===== config.mk =====
export PLATFORM = sky130hd
export DESIGN_NAME = param_up_down_counter_flat
export DESIGN_NICKNAME = d
export VERILOG_FILES = /design/src/rtl/param_up_down_counter_pkg.sv /design/src/rtl/param_up_down_counter_if.sv /design/src/rtl/param_up_down_counter_step_unit.sv /design/src/rtl/param_up_down_counter.sv /design/src/flat_wrapper.sv
export SDC_FILE = /design/constraint.sdc
export NUM_CORES = 1
export LEC_CHECK = 0
export CAP_MARGIN = 20
export CORE_AREA = 8 8 100 102
export CTS_CLUSTER_DIAMETER = 30
export DETAILED_ROUTE_END_ITERATION = 6
export DIE_AREA = 0 0 108 110
export SYNTH_ARGS = -nofsm -noshare
export SYNTH_HDL_FRONTEND = slang
export SYNTH_HIERARCHICAL = 1
export SYNTH_SLANG_ARGS = --single-unit

===== constraint.sdc =====
create_clock -name clk -period 6.03 [get_ports clk]
set_input_delay 1.206 -clock clk [delete_from_list [all_inputs] [get_ports clk]]
set_output_delay 1.206 -clock clk [all_outputs]
set_load 0.02 [all_outputs]

===== src/rtl/param_up_down_counter_pkg.sv =====
// +----------------------------------------------------------------------+
// | counter_pkg: shared types and constants for param_up_down_counter    |
// | Rev 1.0 - initial release                                            |
// +----------------------------------------------------------------------+
`default_nettype none

package counter_pkg;

  typedef enum logic {
    DIR_UP   = 1'b0,
    DIR_DOWN = 1'b1
  } dir_e;

  localparam int DEFAULT_COUNTER_WIDTH = 8;

endpackage

`default_nettype wire


===== src/rtl/param_up_down_counter_if.sv =====
// +----------------------------------------------------------------------+
// | param_up_down_counter_if: control/status bundle of the counter       |
// | Rev 1.0 - initial release                                            |
// +----------------------------------------------------------------------+
`default_nettype none

interface param_up_down_counter_if
  import counter_pkg::*;
#(
  parameter int WIDTH = DEFAULT_COUNTER_WIDTH
);

  logic             enable;
  logic             up_down;
  logic             load;
  logic [WIDTH-1:0] data_in;
  logic [WIDTH-1:0] step;
  logic [WIDTH-1:0] limit_lo;
  logic [WIDTH-1:0] limit_hi;
  logic             sat_mode;
  logic [WIDTH-1:0] count;
  logic             tc;
  logic             cfg_err;

  modport master (
    output enable, up_down, load, data_in, step, limit_lo, limit_hi, sat_mode,
    input  count, tc, cfg_err
  );

  modport slave (
    input  enable, up_down, load, data_in, step, limit_lo, limit_hi, sat_mode,
    output count, tc, cfg_err
  );

endinterface

`default_nettype wire


===== src/rtl/param_up_down_counter_step_unit.sv =====
// +----------------------------------------------------------------------+
// | counter_step_unit: next-count / terminal-count and load clamp logic  |
// | Macro COUNTER_SATURATE_EN enables saturate mode.  Rev 1.0            |
// +----------------------------------------------------------------------+
`default_nettype none

module counter_step_unit
  import counter_pkg::*;
#(
  parameter int WIDTH = DEFAULT_COUNTER_WIDTH
) (
  input  wire logic [WIDTH-1:0] count,
  input  wire dir_e             dir,
  input  wire logic [WIDTH-1:0] step,
  input  wire logic [WIDTH-1:0] limit_lo,
  input  wire logic [WIDTH-1:0] limit_hi,
  input  wire logic             sat_mode,
  input  wire logic [WIDTH-1:0] data_in,
  output logic      [WIDTH-1:0] step_val,
  output logic                  step_tc,
  output logic      [WIDTH-1:0] load_val
);

  logic        [WIDTH:0]   sum;
  logic signed [WIDTH:0]   diff;
  logic                    bound_evt;
  logic        [WIDTH-1:0] wrap_val;
  logic        [WIDTH-1:0] sat_val;

`ifndef COUNTER_SATURATE_EN
  wire w_unused_sat = sat_mode ^ (|sat_val);
`endif

  always_comb begin
    sum       = {1'b0, count} + {1'b0, step};
    diff      = $signed({1'b0, count}) - $signed({1'b0, step});
    step_val  = count;
    step_tc   = 1'b0;
    bound_evt = 1'b0;
    wrap_val  = count;
    sat_val   = count;

    // A zero step never fires an event, even when count sits outside the bounds.
    if (step != '0) begin
      if (dir == DIR_UP) begin
        if (sum <= {1'b0, limit_hi}) begin
          step_val = sum[WIDTH-1:0];
        end else begin
          bound_evt = 1'b1;
          wrap_val  = limit_lo;
          sat_val   = limit_hi;
        end
      end else begin
        if (diff >= $signed({1'b0, limit_lo})) begin
          step_val = diff[WIDTH-1:0];
        end else begin
          bound_evt = 1'b1;
          wrap_val  = limit_hi;
          sat_val   = limit_lo;
        end
      end
    end

    if (bound_evt) begin
`ifdef COUNTER_SATURATE_EN
      if (sat_mode) begin
        // Already parked at the bound: hold quietly so tc never repeats.
        if (count != sat_val) begin
          step_val = sat_val;
          step_tc  = 1'b1;
        end
      end else begin
        step_val = wrap_val;
        step_tc  = 1'b1;
      end
`else
      step_val = wrap_val;
      step_tc  = 1'b1;
`endif
    end
  end

  always_comb begin
    load_val = data_in;
    if (data_in < limit_lo) begin
      load_val = limit_lo;
    end else if (data_in > limit_hi) begin
      load_val = limit_hi;
    end
  end

endmodule

`default_nettype wire


===== src/rtl/param_up_down_counter.sv =====
// +----------------------------------------------------------------------+
// | param_up_down_counter: bounded up/down counter with load and tc      |
// | Macro COUNTER_SATURATE_EN enables saturate mode.  Rev 1.0            |
// +----------------------------------------------------------------------+
`default_nettype none

module param_up_down_counter
  import counter_pkg::*;
#(
  parameter int WIDTH     = DEFAULT_COUNTER_WIDTH,
  parameter int RESET_VAL = 0
) (
  input wire logic              clk,
  input wire logic              rst,
  param_up_down_counter_if.slave bus
);

  localparam logic [WIDTH-1:0] C_RESET_VAL = WIDTH'(RESET_VAL);

  logic [WIDTH-1:0] count_q, count_d;
  logic             tc_q, tc_d;
  logic             cfg_err_q, cfg_err_d;
  logic [WIDTH-1:0] step_val;
  logic             step_tc;
  logic [WIDTH-1:0] load_val;

  counter_step_unit #(
    .WIDTH (WIDTH)
  ) u_step (
    .count    (count_q),
    .dir      (dir_e'(bus.up_down)),
    .step     (bus.step),
    .limit_lo (bus.limit_lo),
    .limit_hi (bus.limit_hi),
    .sat_mode (bus.sat_mode),
    .data_in  (bus.data_in),
    .step_val (step_val),
    .step_tc  (step_tc),
    .load_val (load_val)
  );

  // Invalid bounds freeze the counter and mask load/enable.
  always_comb begin
    cfg_err_d = (bus.limit_lo > bus.limit_hi);
    count_d   = count_q;
    tc_d      = 1'b0;
    if (!cfg_err_d) begin
      if (bus.load) begin
        count_d = load_val;
      end else if (bus.enable) begin
        count_d = step_val;
        tc_d    = step_tc;
      end
    end
  end

  always_ff @(posedge clk) begin
    if (rst) begin
      count_q   <= C_RESET_VAL;
      tc_q      <= 1'b0;
      cfg_err_q <= 1'b0;
    end else begin
      count_q   <= count_d;
      tc_q      <= tc_d;
      cfg_err_q <= cfg_err_d;
    end
  end

  assign bus.count   = count_q;
  assign bus.tc      = tc_q;
  assign bus.cfg_err = cfg_err_q;

endmodule

`default_nettype wire


===== src/flat_wrapper.sv =====
// flat-port wrapper written by rule: the top's interface ports become plain ports
module param_up_down_counter_flat import counter_pkg::*;
#(
  parameter int WIDTH     = DEFAULT_COUNTER_WIDTH,
  parameter int RESET_VAL = 0
)
  (clk, rst, bus_enable, bus_up_down, bus_load, bus_data_in, bus_step, bus_limit_lo, bus_limit_hi, bus_sat_mode, bus_count, bus_tc, bus_cfg_err);
  param_up_down_counter_if #(.WIDTH(WIDTH)) bus_i ();
  input wire logic clk;
  input wire logic rst;
  input wire logic [$bits(bus_i.enable)-1:0] bus_enable;
  input wire logic [$bits(bus_i.up_down)-1:0] bus_up_down;
  input wire logic [$bits(bus_i.load)-1:0] bus_load;
  input wire logic [$bits(bus_i.data_in)-1:0] bus_data_in;
  input wire logic [$bits(bus_i.step)-1:0] bus_step;
  input wire logic [$bits(bus_i.limit_lo)-1:0] bus_limit_lo;
  input wire logic [$bits(bus_i.limit_hi)-1:0] bus_limit_hi;
  input wire logic [$bits(bus_i.sat_mode)-1:0] bus_sat_mode;
  output wire logic [$bits(bus_i.count)-1:0] bus_count;
  output wire logic [$bits(bus_i.tc)-1:0] bus_tc;
  output wire logic [$bits(bus_i.cfg_err)-1:0] bus_cfg_err;
  assign bus_i.enable = bus_enable;
  assign bus_i.up_down = bus_up_down;
  assign bus_i.load = bus_load;
  assign bus_i.data_in = bus_data_in;
  assign bus_i.step = bus_step;
  assign bus_i.limit_lo = bus_limit_lo;
  assign bus_i.limit_hi = bus_limit_hi;
  assign bus_i.sat_mode = bus_sat_mode;
  assign bus_count = bus_i.count;
  assign bus_tc = bus_i.tc;
  assign bus_cfg_err = bus_i.cfg_err;
  param_up_down_counter #(.WIDTH(WIDTH), .RESET_VAL(RESET_VAL)) u_core (.clk(clk), .rst(rst), .bus(bus_i));
endmodule

Word level (Yosys, flattened, before mapping)
Index checks and enable logic that the tools add are counted.
{ "totals": {"regBits": 10, "out_inout_bits": 10, "wordCells": 39} }
{ "classes": {"n_addsub": 2, "magnitude_cmp": 5, "n_eq_ne": 3, "muxes": 18, "n_bitwise": 2, "n_reduce_logical": 6} }
{ "ops": {"columns": ["operator", "n"], "rows": [
  ["8-bit two-way mux", 13],
  ["8-bit greater-than comparator", 2],
  ["8-bit by 8-bit adder with 9-bit output", 1],
  ["9-bit greater-or-equal comparator", 1],
  ["9-bit by 8-bit <= comparator with 1-bit output", 1],
  ["8-bit by 8-bit subtractor with 9-bit output", 1],
  ["8-bit less-than comparator", 1],
  ["4-bit inequality test (second input constant)", 2],
  ["8-bit nonzero test", 1],
  ["7-bit AND reduction", 1],
  ["1-bit two-way mux", 5],
  ["4-bit by 1-bit inequality test with 1-bit output (second input constant)", 1],
  ["2-bit nonzero test", 2],
  ["4-bit nonzero test", 1],
  ["4-bit OR reduction", 1],
  ["1-bit inverter", 2]
]} }

Depth between registers and ports, before layout
Gate-level depths: netlist of run 1.
{ "logic_depth": {"depth_word": 8, "ltp_mapped": 20, "mapped_depth_nobuf": 20} }

By module
Netlist of run 1, hierarchy kept.
{ "by_module_without_submodules": {"columns": ["module", "instances", "cells_each", "area_each_um2", "seq_area_each_um2"], "rows": [
  ["counter_step_unit", 1, 259, 2057.0, 0.0],
  ["param_up_down_counter", 1, 89, 799.5, 200.2]
]} }

Worst setup path after synthesis of run 1
Ideal clock, no wire load.
{ "synth_path": {"kind": "input-to-reg", "from": "input port bus_step[0]", "to": "register u_core.count_q[5], in the netlist u_core/bus.count[5]", "setup_ns": 0.119, "arrival_ns": 4.494, "required_ns": 5.911, "path_slack_ns": 1.418, "path_stages": 17, "n_path_buf": 0, "path_cell_list": "ha_1 inv_1 fa_1 a211oi_2 o21bai_1 a21oi_1 xnor2_1 ha_1 nand2_1 nor3_1 o31ai_2 a21oi_4 mux2_4 a221o_1 o22ai_1 nand2_1 o221a_1"} }
{ "synth_via": {"elab_chain_cells": 8} }
{ "synth_rtl": {"columns": ["item", "line", "source"], "rows": [
  ["from (decl)", "flat_wrapper.sv:15", "input wire logic [$bits(bus_i.step)-1:0] bus_step;"],
  ["8-bit by 8-bit adder with 9-bit output or 8-bit by 8-bit subtractor with 9-bit output (tied branches)", "param_up_down_counter_step_unit.sv:35, param_up_down_counter_step_unit.sv:36", null],
  ["9-bit by 8-bit <= comparator with 1-bit output or 9-bit greater-or-equal comparator (tied branches)", "param_up_down_counter_step_unit.sv:46, param_up_down_counter_step_unit.sv:54", null],
  ["1-bit two-way mux (on tied branches)", "param_up_down_counter_step_unit.sv:46, param_up_down_counter_step_unit.sv:54", null],
  ["1-bit two-way mux", "param_up_down_counter_step_unit.sv:45", "if (dir == DIR_UP) begin"],
  ["1-bit two-way mux", "param_up_down_counter_step_unit.sv:44", "if (step != '0) begin"],
  ["8-bit two-way mux (*)", "param_up_down_counter_step_unit.sv:64", "if (bound_evt) begin"],
  ["via u_core.step_val[5]", "param_up_down_counter.sv:23", "logic [WIDTH-1:0] step_val;"],
  ["8-bit two-way mux (*)", "param_up_down_counter.sv:50", "end else if (bus.enable) begin"],
  ["8-bit two-way mux (*)", "param_up_down_counter.sv:48", "if (bus.load) begin"],
  ["to (signal assigned)", "param_up_down_counter.sv:63", "count_q <= count_d;"],
  ["to (decl)", "param_up_down_counter.sv:20", "logic [WIDTH-1:0] count_q, count_d;"]
]} }
Mark *: on every way through the listed nets, which the timed path passes. The rest lies on a longest branch. The select of a mux whose other input is x is not followed.
A chain may end at the register's enable or synchronous reset.

Final worst setup path of run 1
Ends and elaborated chain as after synthesis.

==> flow_metrics.tcl, run 1 <==
set metrics [dict create \
    cts_sinks 10 \
    post_cts_buffers 0 \
    finalCriticalPeriod_ns 5.391 \
    avgSynthCellArea_um2 8.208 \
    grt_pass1_wl_um 13860 \
    final_cells 494 \
    post_cts_resized 0 \
    numCtsBuffers 3 \
    peakVddDrop_mv 0.1361 \
    status "finished clean" \
    seqCellArea_um2 200.2 \
    drt-initial-drc-count 92 \
    drt-pass1-iter-count 4 \
    die_w_um 108 \
    drc_errors 0 \
    ys.flop_type "dfxtp_1" \
    fin_skew_ns 0.001915 \
    cts_tree "built" \
    synth_nets 443 \
    antenna_found_initial 0 \
    syn-cell-area_um2 2856 \
    die_h_um 110 \
    routed_wl_um 8674 \
    worst_setup_path_end_kind "flip-flop" \
    layout-drive-gt1-share_pct 7.254 \
    r2r_cells 18 \
    dp_hpwl_um 7456 \
    synth_seq_cells 10 \
    cts_hold_buffers 0 \
    final_common_cell "ha_1" \
    coreArea_um2 8466 \
    holdPathEnd "u_core/bus.count[0]" \
    worst_pin_slew_ns 0.5862 \
    path_cells "clkdlybuf4s50_1 -> ha_1 -> inv_1 -> fa_1 -> a211oi_2 -> o21bai_1 -> a21oi_1 -> xnor2_1 -> ha_1 -> nand2_1 -> nor3_1 -> o31ai_2 -> a21oi_4 -> mux2_4 -> a221o_1 -> o22ai_1 -> nand2_1 -> o221a_1" \
    path_clk_slew_ns 0.04 \
    leakage_nw 1.557 \
    grt_overflow_total 0 \
    die_area_um2 11880 \
    tns_ns 0 \
    cp_num_buf_inv 2 \
    vias 2694 \
    achievable-frequency_mhz 185.5 \
    powerDensity_nw_per_um2 210.8 \
    finalSetupViolCount 0 \
    r2r_end "u_core/bus.count[5]" \
    crit_family "compound AO/OA/AOI/OAI gates" \
    synth-async-reset-ratio_pct 0 \
    cp.arrival_ns 5.51 \
    start_util_pct 33.74 \
    worstPathMaxFanout 10 \
    synth_warnings 6 \
    yosysUniqueCellTypes 69 \
    netlist.area_leader.share_pct 24.09 \
    ctsLongestPathBuffers 2 \
    slew_headroom_pct 60.91 \
    cp_slowest_cell "clkdlybuf4s50_1" \
    clock_latency_ns 0.23 \
    rsz0062_at_grt "false" \
    finalCritPeriodShare_pct 89.40 \
    synth_edf_count 0 \
    track_usage_pct 14.66 \
    final-max-slew-violation-count 0 \
    port_buffers 46 \
    hold_viol_final 0 \
    ys_seq_area_share_pct 7.008 \
    fillers 869 \
    netlist_top_cells_area "ha_1 (24%), mux2i_1 (9.8%), dfxtp_1 (7.0%), inv_1 (5.5%), nor2_1 (3.7%)" \
    critical_path_required_ns 6.15 \
    r2r_start "u_core/bus.count[0]" \
    root_buffer "clkbuf_8" \
    syn_to_final_growth_pct 19.45 \
    worstHoldPathType "reg2reg" \
    r2r_setup_slack_ns 1.74 \
    htreeDepth 1 \
    post_drt_wl_per_cell_um 17.56 \
    final_cell_mix "ha_1 (55), clkdlybuf4s50_1 (46), inv_1 (42)" \
    crit_path_start_kind "primary input" \
    gp_congestion 0.8892 \
    critPathKind "in2reg" \
    critPathMaxStageDelay_ns 0.53 \
    holdCritStartpoint "u_core/bus.count[0]" \
    antenna_left 0 \
    grt_max_degree 13 \
    ios 48 \
    via_per_inst 5.453 \
    yosysTopAreaCell "ha_1" \
    synthCells 348 \
    hold_path_depth 1 \
    n_antenna_cell 0 \
    grt_pass1_vias 2740 \
    fp-row-count 34 \
    finalNetCount 483 \
    maxCapViolCount 0 \
    dpl.cell_count 491 \
    hold_slack_ns 0.6799 \
    multi_input_area_um2 2414 \
]
layout make-up:
class / count / area share, %
flip-flops and latches: 10 / 5.867
multi-input cells: 284 / 70.74
inverters: 43 / 4.730
clock buffers: 3 / 1.210
repair buffers: 46 / 13.49
well taps: 108 / 3.960
synthesized netlist by cell type (3+ instances only):
master	count
xnor2_1	4
inv_1	42
nand3_1	4
a2bb2oi_1	8
dfxtp_1	10
o21ai_1	4
mux2i_1	28
nand2_1	21
and2_1	3
o221ai_1	6
ha_1	55
o21ai_0	3
nor3_1	10
nand2b_1	7
o221a_1	8
a21oi_1	18
nor2_1	28
a211oi_2	3
buf_2	6
a21o_1	6
nor2b_1	3
xor2_1	5
a221oi_1	4
worst reg2reg max path: cells and delay by family (launching register included):
family | cells | cell delay [ns]
AO/OA/AOI/OAI | 8 | 1.97
AND/OR/NAND/NOR | 3 | 0.36
adder cells (fa/ha/maj) | 3 | 0.88
flip-flops | 1 | 0.36
multiplexers | 1 | 0.35
XOR/XNOR | 1 | 0.13
buffers and inverters | 2 | 0.13
per-layer routing:
metal | up-vias | global-route usage (%) | part of all wire, %
met5 | - | 0 | 0
met4 | 0 | 3.568 | 2.1
met3 | 10 | 2.209 | 4.0
met2 | 55 | 25.85 | 49
met1 | 1258 | 18.23 | 45
li1 | 1371 | - | -
sequential cells by signal, summed over array words and instances (netlist names):
name / flops
u_core/bus.cfg_err: 1
u_core/bus.tc: 1
u_core/bus.count: 8
worst max-delay path by stage:
stage	startpoint	end	slack, ns	cells after the start
6_report	bus_step[0]	u_core/bus.count[5]	0.64	18
3_3_place_gp	bus_step[0]	u_core/bus.count[5]	0.49	18
5_1_grt	bus_step[0]	u_core/bus.count[5]	0.42	18
2_1_floorplan	bus_step[0]	u_core/bus.count[5]	1.42	17
4_1_cts	bus_step[0]	u_core/bus.count[5]	0.66	18
3_5_place_dp	bus_step[0]	u_core/bus.count[5]	0.45	18
cell families after synthesis:
kind of cell	synth area share, %
adders and majority gates	25.49
AOI/OAI and AO/OA	28.38
muxes	11.13
DFF	7.008
and+or+nand+nor	16.73
buffers and inverters	8.497
xor gates and xnor gates	2.759
report_power, final:
part	switching (mW)	leakage, nW	internal, mW
clock network	0.0216	0.0216	0.0433
logic	0.308	1.45	0.253
registers	0.0177	0.0832	0.0760
total	0.347	1.56	0.372
per-stage QoR:
| step | setup slack, ns | utilization (%) | power, mW | cell area, um^2 |
|---|---|---|---|---|
| 6_report | 0.6391 | 40.30 | 0.7191 | 3412 |
| 3_3_place_gp | 0.4913 | 39.82 | 0.6379 | 3371 |
| 2_1_floorplan | 1.418 | - | 0.4971 | 2856 |
| 5_1_grt | 0.4201 | 40.30 | 0.7788 | 3412 |
| 4_1_cts | 0.6570 | 40.30 | 0.7189 | 3412 |
| 3_5_place_dp | 0.4460 | 39.82 | 0.6487 | 3371 |
No activity file was read; power rests on OpenSTA's default activity.
==> run 2, diff against run 1 <==
--- a/config.mk
+++ b/config.mk
@@ -5,7 +5,7 @@
 export SDC_FILE = /design/constraint.sdc
 export NUM_CORES = 1
 export LEC_CHECK = 0
-export CAP_MARGIN = 20
+export ABC_CLOCK_PERIOD_IN_PS = 6030
 export CORE_AREA = 8 8 100 102
 export CTS_CLUSTER_DIAMETER = 30
 export DETAILED_ROUTE_END_ITERATION = 6
==> results of run 2 <==
Same layout as run 1: the final DEF is identical, and so are final timing and power.
==> run 3, diff against run 2 <==
--- a/config.mk
+++ b/config.mk
@@ -7,10 +7,13 @@
 export LEC_CHECK = 0
 export ABC_CLOCK_PERIOD_IN_PS = 6030
 export CORE_AREA = 8 8 100 102
+export CTS_BUF_LIST = sky130_fd_sc_hd__clkbuf_4 sky130_fd_sc_hd__clkbuf_8
 export CTS_CLUSTER_DIAMETER = 30
 export DETAILED_ROUTE_END_ITERATION = 6
 export DIE_AREA = 0 0 108 110
+export SLEW_MARGIN = 30
 export SYNTH_ARGS = -nofsm -noshare
 export SYNTH_HDL_FRONTEND = slang
 export SYNTH_HIERARCHICAL = 1
 export SYNTH_SLANG_ARGS = --single-unit
+export TNS_END_PERCENT = 10
==> results of run 3 <==
Same layout as run 1: the final DEF is identical, and so are final timing and power.
